$ cat src/rtl/instr_fetch_unit_pkg.sv
// Shared fetch definitions: widths, entry program counter, FSM encoding and queue entry layout.
// Pure declarations; no latency or backpressure of its own.
package instr_fetch_unit_pkg;

  localparam int ADDR_W = 5;
  localparam int DATA_W = 32;
  localparam int ENTRY_W = ADDR_W + DATA_W;
  localparam logic [ADDR_W-1:0] DEF_RESET_PC = 5'd4;
  localparam int DEF_QDEPTH = 2;

  typedef enum logic {
    ST_RUN  = 1'b0,
    ST_HALT = 1'b1
  } fetch_state_t;

  typedef struct packed {
    logic [ADDR_W-1:0] pc;
    logic [DATA_W-1:0] instr;
  } fetch_entry_t;

  // The PC wraps from the last word back to 0.
  function automatic logic [ADDR_W-1:0] pc_incr(input logic [ADDR_W-1:0] pc);
    return pc + 1'b1;
  endfunction

endpackage

$ cat src/rtl/instr_fetch_unit_if.sv
// Fetch-side buses: instruction memory port plus the {pc, instr} valid/ready link to decode.
// master = fetch unit; slave = memory and decode; no state, decode backpressures via id_ready.
interface instr_fetch_unit_if;
  import instr_fetch_unit_pkg::*;

  logic [ADDR_W-1:0] imem_addr;
  logic              imem_rd;
  logic              imem_wr;
  logic [DATA_W-1:0] imem_d_in;
  logic [DATA_W-1:0] imem_d_out;

  logic              if_valid;
  logic [DATA_W-1:0] if_instr;
  logic [ADDR_W-1:0] if_pc;
  logic              id_ready;

  modport master (
    output imem_addr, imem_rd, imem_wr, imem_d_in,
    input  imem_d_out,
    output if_valid, if_instr, if_pc,
    input  id_ready
  );

  modport slave (
    input  imem_addr, imem_rd, imem_wr, imem_d_in,
    output imem_d_out,
    input  if_valid, if_instr, if_pc,
    output id_ready
  );
endinterface

$ cat src/rtl/instr_fetch_unit_fetch_queue.sv
// Synchronous FIFO with flush and a registered head entry; a push is visible at the head one edge later.
// Push+pop together is legal at any fill level; the caller never pushes into a full queue without popping.
module instr_fetch_unit_fetch_queue #(
  parameter  int W     = 37,
  parameter  int DEPTH = 2,
  localparam int PTR_W = $clog2(DEPTH),
  localparam int CNT_W = PTR_W + 1
) (
  input  logic             clk,
  input  logic             reset,
  input  logic             push,
  input  logic [W-1:0]     push_dat,
  input  logic             pop,
  input  logic             flush,
  output logic [CNT_W-1:0] count,
  output logic             head_vld,
  output logic [W-1:0]     head_dat
);

  localparam logic [CNT_W-1:0] CNT_ONE = 1;

  logic [W-1:0]     mem [DEPTH];
  logic [PTR_W-1:0] rd_ptr;
  logic [PTR_W-1:0] wr_ptr;
  logic [PTR_W-1:0] rd_ptr_nx;
  logic             do_pop;
  logic             do_push;

  assign do_pop    = pop & (count != '0);
  assign do_push   = push & ~flush;
  assign rd_ptr_nx = rd_ptr + 1'b1;
  assign head_vld  = (count != '0);

  always_ff @(posedge clk) begin
    if (reset || flush) begin
      rd_ptr <= '0;
      wr_ptr <= '0;
      count  <= '0;
    end else begin
      if (do_push) wr_ptr <= wr_ptr + 1'b1;
      if (do_pop)  rd_ptr <= rd_ptr_nx;
      case ({do_push, do_pop})
        2'b10:   count <= count + 1'b1;
        2'b01:   count <= count - 1'b1;
        default: count <= count;
      endcase
    end
  end

  always_ff @(posedge clk) begin
    if (do_push && !reset) mem[wr_ptr] <= push_dat;
  end

  // Head tracks the entry that will sit at rd_ptr after this edge, bypassing storage when the queue drains to the new word.
  always_ff @(posedge clk) begin
    if (reset) begin
      head_dat <= '0;
    end else if (!flush) begin
      if (do_push && (count == '0 || (count == CNT_ONE && do_pop)))
        head_dat <= push_dat;
      else if (do_pop && count > CNT_ONE)
        head_dat <= mem[rd_ptr_nx];
    end
  end

endmodule

$ cat src/rtl/instr_fetch_unit.sv
// Fetch stage: drives imem from the PC, queues {pc, instr}; fetched word reaches decode one edge after its address.
// Fetching stops when the queue is full with no pop, on fetch_en=0, on redirect and in HALT; redirect flushes.
module instr_fetch_unit
  import instr_fetch_unit_pkg::*;
#(
  parameter int                QDEPTH       = DEF_QDEPTH,
  parameter logic [ADDR_W-1:0] RESET_PC     = DEF_RESET_PC,
  parameter bit                HALT_ON_ZERO = 1'b1
) (
  input  logic                clk,
  input  logic                reset,
  input  logic                fetch_en,
  input  logic                redirect_en,
  input  logic [ADDR_W-1:0]   redirect_pc,
  output logic                halted,
  output logic [15:0]         fetch_count,
  instr_fetch_unit_if.master  fbus
);

  localparam int CNT_W = $clog2(QDEPTH) + 1;
  localparam logic [CNT_W-1:0] QFULL = CNT_W'(QDEPTH);

  fetch_state_t      state_q, state_d;
  logic [ADDR_W-1:0] pc_q;
  logic [15:0]       cnt_q;
  logic [CNT_W-1:0]  q_count;
  logic              head_vld;
  logic              pop;
  logic              fetch;
  fetch_entry_t      push_ent;
  fetch_entry_t      head_ent;

  assign pop   = head_vld & fbus.id_ready;
  assign fetch = ~reset & (state_q == ST_RUN) & fetch_en & ~redirect_en
               & ((q_count < QFULL) | ((q_count == QFULL) & pop));

  assign push_ent.pc    = pc_q;
  assign push_ent.instr = fbus.imem_d_out;

  always_comb begin
    state_d = state_q;
    if (redirect_en)
      state_d = ST_RUN;
    else if (fetch && HALT_ON_ZERO && fbus.imem_d_out == '0)
      state_d = ST_HALT;
  end

  always_ff @(posedge clk) begin
    if (reset) state_q <= ST_RUN;
    else       state_q <= state_d;
  end

  always_ff @(posedge clk) begin
    if (reset)            pc_q <= RESET_PC;
    else if (redirect_en) pc_q <= redirect_pc;
    else if (fetch)       pc_q <= pc_incr(pc_q);
  end

  always_ff @(posedge clk) begin
    if (reset)                          cnt_q <= '0;
    else if (fetch && cnt_q != 16'hFFFF) cnt_q <= cnt_q + 16'd1;
  end

  // A redirect discards any concurrent pop along with the queue contents.
  instr_fetch_unit_fetch_queue #(
    .W     (ENTRY_W),
    .DEPTH (QDEPTH)
  ) u_queue (
    .clk      (clk),
    .reset    (reset),
    .push     (fetch),
    .push_dat (push_ent),
    .pop      (pop & ~redirect_en),
    .flush    (redirect_en),
    .count    (q_count),
    .head_vld (head_vld),
    .head_dat (head_ent)
  );

  assign fbus.imem_addr = pc_q;
  assign fbus.imem_rd   = fetch;
  assign fbus.imem_wr   = 1'b0;
  assign fbus.imem_d_in = '0;
  assign fbus.if_valid  = head_vld;
  assign fbus.if_instr  = head_ent.instr;
  assign fbus.if_pc     = head_ent.pc;

  assign halted      = (state_q == ST_HALT);
  assign fetch_count = cnt_q;

endmodule

$ cat src/flat_wrapper.sv
// flat-port wrapper written by rule: the top's interface ports become plain ports
module instr_fetch_unit_flat import instr_fetch_unit_pkg::*;
#(
  parameter int                QDEPTH       = DEF_QDEPTH,
  parameter logic [ADDR_W-1:0] RESET_PC     = DEF_RESET_PC,
  parameter bit                HALT_ON_ZERO = 1'b1
)
  (clk, reset, fetch_en, redirect_en, redirect_pc, halted, fetch_count, fbus_imem_addr, fbus_imem_rd, fbus_imem_wr, fbus_imem_d_in, fbus_imem_d_out, fbus_if_valid, fbus_if_instr, fbus_if_pc, fbus_id_ready);
  instr_fetch_unit_if fbus_i ();
  input  logic clk;
  input  logic reset;
  input  logic fetch_en;
  input  logic redirect_en;
  input  logic [ADDR_W-1:0] redirect_pc;
  output logic halted;
  output logic [15:0] fetch_count;
  output wire logic [$bits(fbus_i.imem_addr)-1:0] fbus_imem_addr;
  output wire logic [$bits(fbus_i.imem_rd)-1:0] fbus_imem_rd;
  output wire logic [$bits(fbus_i.imem_wr)-1:0] fbus_imem_wr;
  output wire logic [$bits(fbus_i.imem_d_in)-1:0] fbus_imem_d_in;
  input wire logic [$bits(fbus_i.imem_d_out)-1:0] fbus_imem_d_out;
  output wire logic [$bits(fbus_i.if_valid)-1:0] fbus_if_valid;
  output wire logic [$bits(fbus_i.if_instr)-1:0] fbus_if_instr;
  output wire logic [$bits(fbus_i.if_pc)-1:0] fbus_if_pc;
  input wire logic [$bits(fbus_i.id_ready)-1:0] fbus_id_ready;
  assign fbus_imem_addr = fbus_i.imem_addr;
  assign fbus_imem_rd = fbus_i.imem_rd;
  assign fbus_imem_wr = fbus_i.imem_wr;
  assign fbus_imem_d_in = fbus_i.imem_d_in;
  assign fbus_i.imem_d_out = fbus_imem_d_out;
  assign fbus_if_valid = fbus_i.if_valid;
  assign fbus_if_instr = fbus_i.if_instr;
  assign fbus_if_pc = fbus_i.if_pc;
  assign fbus_i.id_ready = fbus_id_ready;
  instr_fetch_unit #(.QDEPTH(QDEPTH), .RESET_PC(RESET_PC), .HALT_ON_ZERO(HALT_ON_ZERO)) u_core (.clk(clk), .reset(reset), .fetch_en(fetch_en), .redirect_en(redirect_en), .redirect_pc(redirect_pc), .halted(halted), .fetch_count(fetch_count), .fbus(fbus_i));
endmodule
$ cat config.mk
export PLATFORM = sky130hd
export DESIGN_NAME = instr_fetch_unit_flat
export DESIGN_NICKNAME = d
export VERILOG_FILES = /design/src/rtl/instr_fetch_unit_pkg.sv /design/src/rtl/instr_fetch_unit_if.sv /design/src/rtl/instr_fetch_unit_fetch_queue.sv /design/src/rtl/instr_fetch_unit.sv /design/src/flat_wrapper.sv
export SDC_FILE = /design/constraint.sdc
export NUM_CORES = 1
export LEC_CHECK = 0
export CORE_MARGIN = 2
export CORE_UTILIZATION = 50
export DETAILED_ROUTE_END_ITERATION = 6
export GPL_ROUTABILITY_DRIVEN = 0
export PLACE_DENSITY = 0.9
export SYNTH_ARGS = -nofsm -noshare
export SYNTH_HDL_FRONTEND = slang
export SYNTH_HIERARCHICAL = 1
export SYNTH_SLANG_ARGS = --single-unit
$ cat constraint.sdc
create_clock -name clk -period 9.16 [get_ports clk]
set_clock_uncertainty 0.05 [all_clocks]
set_input_delay 1.374 -clock clk [delete_from_list [all_inputs] [get_ports clk]]
set_output_delay 1.374 -clock clk [all_outputs]
set_load 0.005 [all_outputs]
# Word-level counts from Yosys, hierarchy flattened
# Memory sizes are Yosys's and may differ from the RTL's.
# Index checks and enable logic that the tools add are counted.
# W data, S select, Z words.
[classes]
mul = 0
n_reduce_logical = 17
n_bitwise = 13
n_lt_le_gt_ge = 2
div = 0
n_eq_ne = 5
n_shift = 0
muxes = 7
addsub = 6
[op_table]
columns = ["cell", "count"]
rows = [
  ["$mux W37", 2],
  ["$logic_not A32 Y1", 1],
  ["$add A16 B1 Y16 const B", 1],
  ["$ne A16 B16 Y1 const B", 1],
  ["$mux W5", 2],
  ["$and A1 B1 Y1", 9],
  ["$reduce_bool A2 Y1", 4],
  ["$logic_and A1 B1 Y1", 6],
  ["$add A5 B1 Y5 const B", 1],
  ["$eq A2 B1 Y1 const B", 2],
  ["$eq A2 B2 Y1 const B", 2],
  ["$pmux W2 S2", 1],
  ["$not A1 Y1", 3],
  ["$add A1 B1 Y1 const B", 2],
  ["$add A2 B1 Y2 const B", 1],
  ["$gt A2 B1 Y1 const B", 1],
  ["$logic_not A2 Y1", 1],
  ["$logic_or A1 B1 Y1", 2],
  ["$lt A2 B2 Y1 const B", 1],
  ["$mux W1", 2],
  ["$reduce_and A2 Y1", 1],
  ["$reduce_or A2 Y1", 1],
  ["$sub A2 B1 Y2 const B", 1],
  ["$logic_not A1 Y1", 1],
  ["$or A1 B1 Y1", 1],
]
[totals]
latchBits = 0
elab_cells = 58
ram_bits = 74
register_bits = 63
input_bits = 42
memories = 1
rom_bits = 0
out_inout_bits = 94
[mem_list]
columns = ["memory", "words", "width", "rd", "rd_ports_with_merged_regs", "wr", "line_no", "text"]
rows = [
  ["u_core.u_queue.mem", 2, 37, 1, 0, 1, "instr_fetch_unit_fetch_queue.sv:22", "logic [W-1:0] mem [DEPTH];"],
]

# Logic depth before layout (Yosys ltp)
# Gate-level depths: netlist (run 1).
[logic_depth]
depth_word = 9
ltp_mapped = 12
mapped_depth_nobuf = 12

# Cells and area by module
# The synthesis (run 1) kept the hierarchy.
[modules_own_cells]
columns = ["module", "seq_area_each_um2", "cells_each", "area_each_um2", "instances"]
rows = [
  ["instr_fetch_unit_fetch_queue", 3042.9, 357, 4839.6, 1],
  ["instr_fetch_unit", 440.4, 173, 1462.7, 1],
]

# Worst setup path before layout (run 1)
# No wires, ideal clock.
[synth_path]
path_kind = "input to register"
start = "input redirect_en"
end = "memory u_core.u_queue.mem[0][0] (enable)"
required_time_ps = 8571
stages = 4
n_path_buf = 0
setup_slack_ps = 2417
arrival_ps = 6155
setup_ps = 539
cell_sequence = "or4b_4 > a21o_1 > clkinv_1 > nor4b_1"
[synth_via]
elab_chain_len = 7
[synth_lines]
columns = ["item", "line_no", "text"]
rows = [
  ["start: declaration", "flat_wrapper.sv:13", "input logic redirect_en;"],
  ["$not A1 Y1", "instr_fetch_unit.sv:34", "assign fetch = ~reset & (state_q == ST_RUN) & fetch_en & ~redirect_en"],
  ["$and A1 B1 Y1", "instr_fetch_unit.sv:34", ""],
  ["$and A1 B1 Y1", "instr_fetch_unit.sv:35", "& ((q_count < QFULL) | ((q_count == QFULL) & pop));"],
  ["via fbus_imem_rd", "flat_wrapper.sv:18", "output wire logic [$bits(fbus_i.imem_rd)-1:0] fbus_imem_rd;"],
  ["$and A1 B1 Y1", "instr_fetch_unit_fetch_queue.sv:30", "assign do_push = push & ~flush;"],
  ["$logic_and A1 B1 Y1", "instr_fetch_unit_fetch_queue.sv:51", "if (do_push && !reset) mem[wr_ptr] <= push_dat;"],
  ["$mux W1", "instr_fetch_unit_fetch_queue.sv:51", ""],
  ["$mux W1 (not written as such)", "instr_fetch_unit_fetch_queue.sv:51", ""],
  ["end: declaration", "instr_fetch_unit_fetch_queue.sv:22", ""],
]
# The timed path passes the listed nets, and every way through them passes these cells.

# Worst setup path in the final report (run 1)
[layout_path]
start = "input reset"
end = "output fbus_imem_rd"
[layout_via]
elab_chain_len = 5
[layout_lines]
columns = ["item", "line_no", "text"]
rows = [
  ["start: declaration", "flat_wrapper.sv:11", "input logic reset;"],
  ["$not A1 Y1", "instr_fetch_unit.sv:34", ""],
  ["$and A1 B1 Y1 (3 in a row)", "instr_fetch_unit.sv:34", ""],
  ["$and A1 B1 Y1", "instr_fetch_unit.sv:35", ""],
  ["end: declaration", "flat_wrapper.sv:18", ""],
]
# Every way passes these cells.

==> results of run 1 <==
routing by layer:
layer  share of wire [%]  vias to the layer above  global-route usage, %
li1                    -                     2161                      -
met1                  40                     2306                   27.0
met2                  51                      212                   39.3
met3                 6.4                       38                   5.19
met4                 2.5                        0                   10.2
met5                   0                        -                      0
flip-flops by register name, summed over array words and instances (netlist names):
signal                   count
u_core/halted                1
u_core/u_queue/rd_ptr        1
u_core/u_queue/wr_ptr        1
u_core/u_queue/count         2
u_core/u_queue/head_dat     37
u_core/fbus.imem_addr        5
u_core/fetch_count          16
u_core/u_queue/mem          74
worst max path at each step:
stage	startpoint	end	slack (ns)	cells after the start
CTS	reset	fbus_imem_rd	3.24	5
floorplan	redirect_en	u_core/u_queue/mem[0][0]	2.42	4
global route	reset	fbus_imem_rd	2.98	5
detailed placement	reset	fbus_imem_rd	3.26	5
finish	reset	fbus_imem_rd	3.13	5
global placement	reset	fbus_imem_rd	3.40	5
logic make-up (layout without fill, tap and decap cells):
family | Yosys count | count (layout)
adder cells (fa/ha/maj) | 5 | 5
XOR/XNOR | 7 | 7
AO/OA/AOI/OAI | 153 | 153
AND/OR/NAND/NOR | 106 | 106
flip-flops | 137 | 137
other | 1 | 33
buffers and inverters | 118 | 186
multiplexers | 3 | 3
metrics by stage:
step	hold slack, ns	std cells	worst slack (ns)	power (W)	instance area (µm²)
2_1_floorplan	0.424	562	2.42	0.000713	6420
3_3_place_gp	0.439	770	3.40	0.000742	7250
3_5_place_dp	0.450	770	3.26	0.000745	7250
4_1_cts	0.470	802	3.24	0.00139	7820
5_1_grt	0.499	802	2.98	0.00143	7820
6_report	0.461	802	3.13	0.00139	7820
power by group through the flow:
stage | Combinational, W | Clock [W] | Sequential, W
floorplan | 0.0000394 | 0 | 0.000673
global placement | 0.0000683 | 0 | 0.000673
detailed placement | 0.0000705 | 0 | 0.000674
CTS | 0.0000711 | 0.000658 | 0.000661
global route | 0.0000785 | 0.000685 | 0.000662
finish | 0.0000719 | 0.000652 | 0.000661
layout make-up:
| type | count | area (µm²) |
|---|---|---|
| sequential | 137 | 3490 |
| clock buffer | 22 | 487 |
| tap | 172 | 215 |
| multi-input combinational | 307 | 2310 |
| timing repair buffer | 108 | 1070 |
| fill | 962 | 4640 |
| clock inverter | 10 | 88.8 |
| inverter | 46 | 173 |
cell usage in the layout, fill, tap and decap left out, types with 7 or more instances in the layout:
| cell | synthesis | layout |
|---|---|---|
| nor4_1 | 12 | 12 |
| a2111oi_0 | 9 | 9 |
| dfxtp_1 | 63 | 62 |
| o32ai_1 | 37 | 37 |
| edfxtp_1 | 74 | 74 |
| clkbuf_16 | 0 | 19 |
| a21oi_1 | 45 | 45 |
| conb_1 | 1 | 33 |
| clkdlybuf4s50_1 | 0 | 102 |
| a2111oi_2 | 30 | 30 |
| nand4_1 | 7 | 7 |
| nor2b_1 | 35 | 35 |
| nand2_1 | 10 | 10 |
| inv_1 | 44 | 44 |
worst max-delay path, stage by stage:
cell and delay (ns):
clkdlybuf4s50_1 1.13, or4b_4 0.28, a21o_1 0.65, clkinv_1 0.57
clkdlybuf4s50_1 0.59
==> results.py, run 1 <==
metrics = {
    "outcome": {
        "status": "complete, no violations",
    },
    "clocking": {
        "cts-buffers-inserted": 17,
        "cts_num_sinks": 137,
        "cts_tree": "done",
        "insertion_delay_ns": 0.42,
        "cts-root-buf": "clkbuf_16",
        "post_cts_buffers": 0,
        "clk_pin_slew_ns": 0.05,
        "hold_buffers": 0,
        "htree_levels": 4,
        "clk_path_buf_depth": 2,
        "ctsResizeCount": 0,
    },
    "synthesis": {
        "yosysTopAreaCellShare_pct": 35.3,
        "synth_top_family_by_area": "compound AO/OA/AOI/OAI gates",
        "synth-edff-count": 74,
        "synthMostInstantiatedCell": "edfxtp_1",
        "syn_area_mm2": 0.00630,
        "syn_inst": 530,
        "synth_compound_area_share_pct": 21.1,
        "yosysWarnings": 6,
        "synth-simple-area-share_pct": 10.6,
        "synth_mux_area_share_pct": 0.516,
        "synth_xor_area_share_pct": 0.973,
        "synth_area_leaders": "edfxtp_1 (35%), dfxtp_1 (20%), a2111oi_2 (7.1%), o32ai_1 (5.1%), buf_4 (4.2%)",
        "synth_adder_area_share_pct": 0.993,
        "syn_avg_cell_area_um2": 11.9,
        "yosysTopAreaCell": "edfxtp_1",
        "ys_seq_area_share_pct": 55.3,
        "async_flop_share_pct": 0,
        "yosys-top-cells-count": "edfxtp_1 (74), dfxtp_1 (63), a21oi_1 (45)",
        "yosys.cell_types.count": 48,
        "synth_ff_type": "edfxtp_1",
        "ys_ff_latch": 137,
    },
    "global_routing": {
        "grt_pass1_wl_um": 23500,
        "track_usage_pct": 22.7,
        "grt_max_degree": 76,
        "grt_remaining_overflow": 0,
        "grt_pass1_vias": 4841,
        "antenna_found_initial": 0,
    },
    "timing": {
        "grt_setup_unrepaired": "false",
        "final_max_slew_viol_count": 0,
        "fmax_mhz": 166,
        "finalHoldViolCount": 0,
        "relSlewSlack_pct": 20.0,
        "setup_violations": 0,
        "tns_ns": 0,
        "finalCritPeriodShare_pct": 65.8,
        "fin_crit_ns": 6.03,
        "worstMarginPinSlew_ns": 1.20,
    },
    "critical_path": {
        "crit_fanout": 30,
        "critPathLaunchType": "primary input",
        "endpoint_kind": "output pin",
        "reg2reg_from": "u_core/u_queue/count[1]",
        "critPathKind": "primary input to output pin",
        "ff2ff_setup_slack_ns": 5.57,
        "worst_ep_required_time_ns": 7.74,
        "reg2reg_to": "u_core/u_queue/head_dat[10]",
        "arrival_ns": 4.61,
        "r2r_cells": 10,
    },
    "pwr": {
        "combPwrFrac_pct": 5.2,
        "p_sw_share_pct": 21.0,
        "ir_drop_mv": 0.0969,
        "clockPowerShare_pct": 47.1,
        "seqPwrFrac_pct": 47.7,
        "intPower_w": 0.00109,
        "power.switching_w": 0.000291,
        "p_per_area_mw_per_mm2": 177,
        "p_leak_nw": 2.64,
    },
    "flow_run": {
        "maxCapViolations": 0,
    },
    "die": {
        "start_util_pct": 50.6,
        "die_h_um": 116,
        "die_w_um": 116,
        "io_pins": 136,
        "rows": 41,
        "dieArea_mm2": 0.0135,
        "coreArea_mm2": 0.0125,
    },
    "drt": {
        "wl_per_cell_um": 18.8,
        "finalWirelength_um": 15000,
        "drt_iter0_drc": 426,
        "ant_nets": 0,
        "dr.pass1.iters": 5,
        "drc": 0,
        "vias": 4717,
        "vias_per_cell": 5.88,
    },
    "layout": {
        "nNetsFinal": 664,
        "postLayoutCoreUtil_pct": 62.8,
        "areaGrowthSynthToFinish_pct": 24.1,
        "num_antenna_cells": 0,
        "drive_gt1_share_pct": 11.7,
    },
    "min_path": {
        "hold-path-endpoint": "u_core/fetch_count[15]",
        "whs_path_depth": 2,
        "hold_class": "flop to flop",
        "min-delay-start": "u_core/fetch_count[15]",
    },
    "placed_design": {
        "hpwl_um": 9170,
        "port_buffers": 102,
    },
}
(Power assumes the default switching activity.)
==> run 2: changes to the inputs <==
clock period = 6.24 ns   (was 9.16 ns; I/O delays follow)
==> results.py, run 2 (synthesized netlist as in run 1, its figures left out) <==
metrics = {
    "timing": {
        "finalCritPeriodShare_pct": 77.0,
        "fmax_mhz": 208,
        "tns_ns": 0,
        "grt_setup_unrepaired": "false",
        "relSlewSlack_pct": 35.9,
        "setup_violations": 0,
        "whs_ns": 0.460,
        "final_max_slew_viol_count": 0,
        "fin_crit_ns": 4.80,
        "finalHoldViolCount": 0,
        "worstMarginPinSlew_ns": 0.961,
    },
    "critical_path": {
        "arrival_ns": 3.82,
        "critPathLaunchType": "primary input",
        "crit_chain": "clkdlybuf4s50_1 -> or4b_4 -> a21o_1 -> clkinv_1 -> clkdlybuf4s50_1",
        "crit_fanout": 30,
        "cp_slowest_cell": "clkdlybuf4s50_1",
        "cpPeakStageDelay_ns": 0.82,
        "worst_ep_required_time_ns": 5.25,
        "critPathKind": "primary input to output pin",
        "crit_top_cell": "clkdlybuf4s50_1",
        "endpoint_kind": "output pin",
    },
    "die": {
        "rows": 41,
        "start_util_pct": 50.6,
        "die_h_um": 116,
        "coreArea_mm2": 0.0125,
        "io_pins": 136,
        "die_w_um": 116,
        "dieArea_mm2": 0.0135,
    },
    "pwr": {
        "intPower_w": 0.00176,
        "p_per_area_mw_per_mm2": 275,
        "seqPwrFrac_pct": 44.5,
        "p_sw_share_pct": 19.6,
        "power.switching_w": 0.000428,
        "combPwrFrac_pct": 4.8,
        "clockPowerShare_pct": 50.8,
        "p_leak_nw": 2.67,
        "ir_drop_mv": 0.135,
    },
    "layout": {
        "layout_commonest_cell": "clkdlybuf4s50_1",
        "largest-register": "u_core/u_queue/mem",
        "nNetsFinal": 666,
        "num_antenna_cells": 0,
        "final_cell_mix": "clkdlybuf4s50_1 (102), edfxtp_1 (74), dfxtp_1 (62)",
        "largest_reg_flops": 74,
        "areaGrowthSynthToFinish_pct": 25.9,
        "drive_gt1_share_pct": 12.0,
    },
    "drt": {
        "highest_layer": "met4",
        "dr.pass1.iters": 4,
        "wl_met3_um": 1120,
        "finalWirelength_um": 15100,
        "vias_per_cell": 5.83,
        "wl_met2_um": 7850,
        "m1WireLength_um": 5930,
        "drc": 0,
        "vias": 4688,
        "ant_nets": 0,
        "wl_per_cell_um": 18.8,
        "drt_iter0_drc": 329,
    },
    "global_routing": {
        "grt_remaining_overflow": 0,
        "grt_pass1_vias": 4632,
        "antenna_found_initial": 0,
        "grt_pass1_wl_um": 23500,
        "track_usage_pct": 22.7,
        "grt_max_degree": 76,
    },
    "clocking": {
        "htree_levels": 4,
        "clk_path_buf_depth": 2,
        "insertion_delay_ns": 0.41,
        "clk_pin_slew_ns": 0.06,
        "cts-root-buf": "clkbuf_16",
        "hold_buffers": 0,
        "ctsResizeCount": 0,
        "cts_num_sinks": 137,
        "post_cts_buffers": 0,
        "cts_tree": "done",
        "cts-buffers-inserted": 17,
    },
    "placed_design": {
        "hpwl_um": 9210,
        "port_buffers": 102,
    },
    "min_path": {
        "hold_class": "flop to flop",
    },
    "outcome": {
        "status": "complete, no violations",
    },
    "flow_run": {
        "maxCapViolations": 0,
    },
}
==> run 2: cell count changes in the layout (fill, tap and decap cells not counted) <==
cell	change
clkinv_4	-3
clkbuf_16	-1
clkinvlp_4	+4
inv_6	+1
inv_4	-2
buf_4	+2
clkbuf_8	+1
clkinv_2	-4
bufinv_16	+4
nor4b_4	+1
nor4b_2	-1
==> run 2: power groups by stage <==
| stage | sequential [W] | clock (W) | combinational, W |
|---|---|---|---|
| final | 0.000971 | 0.00111 | 0.000105 |
| after detailed placement | 0.000990 | 0 | 0.000104 |
| after global routing | 0.000972 | 0.00117 | 0.000114 |
| after CTS | 0.000971 | 0.00112 | 0.000104 |
| after global placement | 0.000989 | 0 | 0.000100 |
| after floorplan | 0.000988 | 0 | 0.0000579 |
==> run 2: path summary, 6_finish.rpt <==
| kind | endpoint | slack, ns | from | cells past startpoint |
|---|---|---|---|---|
| worst max-delay path | fbus_imem_rd | 1.44 | redirect_en | 5 |
| worst min-delay path | u_core/fetch_count[15] | 0.46 | u_core/fetch_count[15] | 1 |
| worst max register to register | u_core/u_queue/head_dat[20] | 2.57 | u_core/u_queue/count[1] | 10 |
| worst min register to register | u_core/fetch_count[15] | 0.46 | u_core/fetch_count[15] | 1 |
==> run 2: metal layers <==
layer | global-route usage [%] | vias up
met5 | 0 | -
met4 | 7.94 | 0
met3 | 5.19 | 23
met2 | 39.9 | 244
met1 | 27.6 | 2263
li1 | - | 2158
==> run 2: worst max-delay path, delay by kind of cell <==
family	cells	cell delay [ns]
compound gates	1	0.62
buf+inv	3	1.99
simple gates	1	0.25
==> run 2: cell type report <==
type / instances / area (µm²)
repair buffers: 110 / 1080
flip-flops and latches: 137 / 3490
clock buffers: 22 / 475
well taps: 172 / 215
clock inverters: 10 / 189
inverters: 46 / 173
fillers: 964 / 4530
multi-input cells: 307 / 2320
==> run 2: per-stage QoR <==
step                power (W)  area, µm²  util [%]  std cells  setup WS, ns
global route          0.00225       7940      63.7        804          1.25
CTS                   0.00220       7940      63.7        804          1.48
finish                0.00218       7940      63.7        804          1.44
detailed placement    0.00109       7270      58.3        772          1.49
global placement      0.00109       7270      58.3        772          1.68
floorplan             0.00105       6430         -        562         0.275
==> run 3: changes to the inputs <==
clock period = 4.5 ns   (was 6.24 ns; I/O delays follow)
==> results.py, run 3 (synthesized netlist as in run 1, its figures left out) <==
metrics = {
    "die": {
        "rows": 41,
        "coreArea_mm2": 0.0125,
        "io_pins": 136,
        "start_util_pct": 50.6,
        "die_w_um": 116,
        "dieArea_mm2": 0.0135,
        "die_h_um": 116,
    },
    "critical_path": {
        "crit_chain": "clkdlybuf4s50_1 -> or4b_4 -> a21o_1 -> clkinv_1 -> clkdlybuf4s50_1",
        "worst_ep_required_time_ns": 3.77,
        "cpPeakStageDelay_ns": 0.67,
        "cp_slowest_cell": "clkdlybuf4s50_1",
        "crit_fanout": 12,
        "ff2ff_setup_slack_ns": 1.68,
        "critPathKind": "primary input to output pin",
        "endpoint_kind": "output pin",
        "critical_path_buf_inv_count": 3,
        "r2r_cells": 10,
        "reg2reg_from": "u_core/u_queue/count[1]",
        "cp_num_cells": 5,
        "arrival_ns": 2.96,
        "critPathLaunchType": "primary input",
        "worst_path_dominant_cell_family": "buffers and inverters",
        "startpoint": "redirect_en",
        "crit_top_cell": "clkdlybuf4s50_1",
    },
    "timing": {
        "tns_ns": 0,
        "final_max_slew_viol_count": 0,
        "worstMarginPinSlew_ns": 0.953,
        "finalCritPeriodShare_pct": 81.9,
        "grt_setup_unrepaired": "false",
        "fmax_mhz": 271,
        "relSlewSlack_pct": 36.4,
        "setup_violations": 0,
        "finalHoldViolCount": 0,
        "fin_ws_ns": 0.815,
        "fin_crit_ns": 3.69,
    },
    "clocking": {
        "cts_tree": "done",
        "ctsResizeCount": 0,
        "clk_path_buf_depth": 2,
        "post_cts_buffers": 0,
        "cts-buffers-inserted": 17,
        "htree_levels": 4,
        "insertion_delay_ns": 0.41,
        "hold_buffers": 0,
        "cts-root-buf": "clkbuf_16",
        "clk_pin_slew_ns": 0.05,
        "cts_num_sinks": 137,
    },
    "global_routing": {
        "grt_pass1_wl_um": 22700,
        "grt_remaining_overflow": 0,
        "grt_max_degree": 76,
        "antenna_found_initial": 1,
        "grt_pass1_vias": 4496,
        "track_usage_pct": 22.0,
    },
    "drt": {
        "drt_iter0_drc": 318,
        "vias_per_cell": 5.68,
        "finalWirelength_um": 14500,
        "drc": 0,
        "m1WireLength_um": 5990,
        "dr.pass1.iters": 5,
        "ant_nets": 0,
        "wl_per_cell_um": 18.0,
        "highest_layer": "met5",
        "vias": 4576,
        "wl_met3_um": 828,
        "wl_met2_um": 7480,
    },
    "layout": {
        "final_cell_mix": "clkdlybuf4s50_1 (102), edfxtp_1 (74), dfxtp_1 (62)",
        "fin_cells": 805,
        "layout_commonest_cell": "clkdlybuf4s50_1",
        "drive_gt1_share_pct": 11.5,
        "largest-register": "u_core/u_queue/mem",
        "nNetsFinal": 667,
        "areaGrowthSynthToFinish_pct": 24.6,
        "largest_reg_flops": 74,
        "num_antenna_cells": 0,
    },
    "pwr": {
        "ir_drop_mv": 0.232,
        "seqPwrFrac_pct": 47.6,
        "p_per_area_mw_per_mm2": 360,
        "clockPowerShare_pct": 47.2,
        "power.switching_w": 0.000578,
        "intPower_w": 0.00225,
        "p_leak_nw": 2.64,
        "power_w": 0.00283,
        "combPwrFrac_pct": 5.2,
        "p_sw_share_pct": 20.4,
    },
    "min_path": {
        "min-delay-start": "u_core/fetch_count[15]",
        "hold_class": "flop to flop",
        "whs_path_depth": 1,
    },
    "placed_design": {
        "port_buffers": 102,
        "pre_cts_ws_ns": 0.840,
        "dpl.cell_count": 773,
        "hpwl_um": 9030,
    },
    "outcome": {
        "status": "complete, no violations",
    },
    "flow_run": {
        "maxCapViolations": 0,
    },
}
==> run 3: worst register-to-register path, delay by kind of cell (launching register included) <==
kind | cells | cell delay [ns]
buf+inv | 4 | 0.57
simple gates | 2 | 0.42
compound gates | 2 | 0.64
flops | 1 | 0.44
fa+ha+maj | 2 | 0.60
==> run 3: layout make-up <==
class                   instances  area (µm²)
fillers                       954        4610
flip-flops and latches        137        3490
multi-input cells             307        2320
repair buffers                111        1090
clock buffers                  22         474
well taps                     172         215
inverters                      46         173
clock inverters                10        98.8
==> run 3: power by group through the flow <==
stage,Combinational [W],Sequential (W),Clock [W]
after floorplan,0.0000805,0.00137,0
after global placement,0.000140,0.00137,0
after detailed placement,0.000145,0.00137,0
after CTS,0.000147,0.00135,0.00135
after global routing,0.000161,0.00135,0.00141
final,0.000147,0.00135,0.00134
==> run 3: through the flow <==
stage | util [%] | cell area [µm²] | hold slack [ns]
finish | 63.0 | 7850 | 0.471
global route | 63.0 | 7850 | 0.496
CTS | 63.0 | 7850 | 0.470
detailed placement | 58.4 | 7280 | 0.460
global placement | 58.4 | 7280 | 0.435
floorplan | - | 6430 | 0.424
==> run 3: path summary, 6_finish.rpt <==
kind                        endpoint
min           u_core/fetch_count[15]
max reg2reg  u_core/u_queue/count[1]
max                     fbus_imem_rd
min reg2reg   u_core/fetch_count[15]
==> run 3: layer usage <==
layer | global-route usage [%] | vias up
li1 | - | 2164
met1 | 25.6 | 2234
met2 | 38.6 | 158
met3 | 5.86 | 18
met4 | 9.13 | 2
met5 | 0 | -
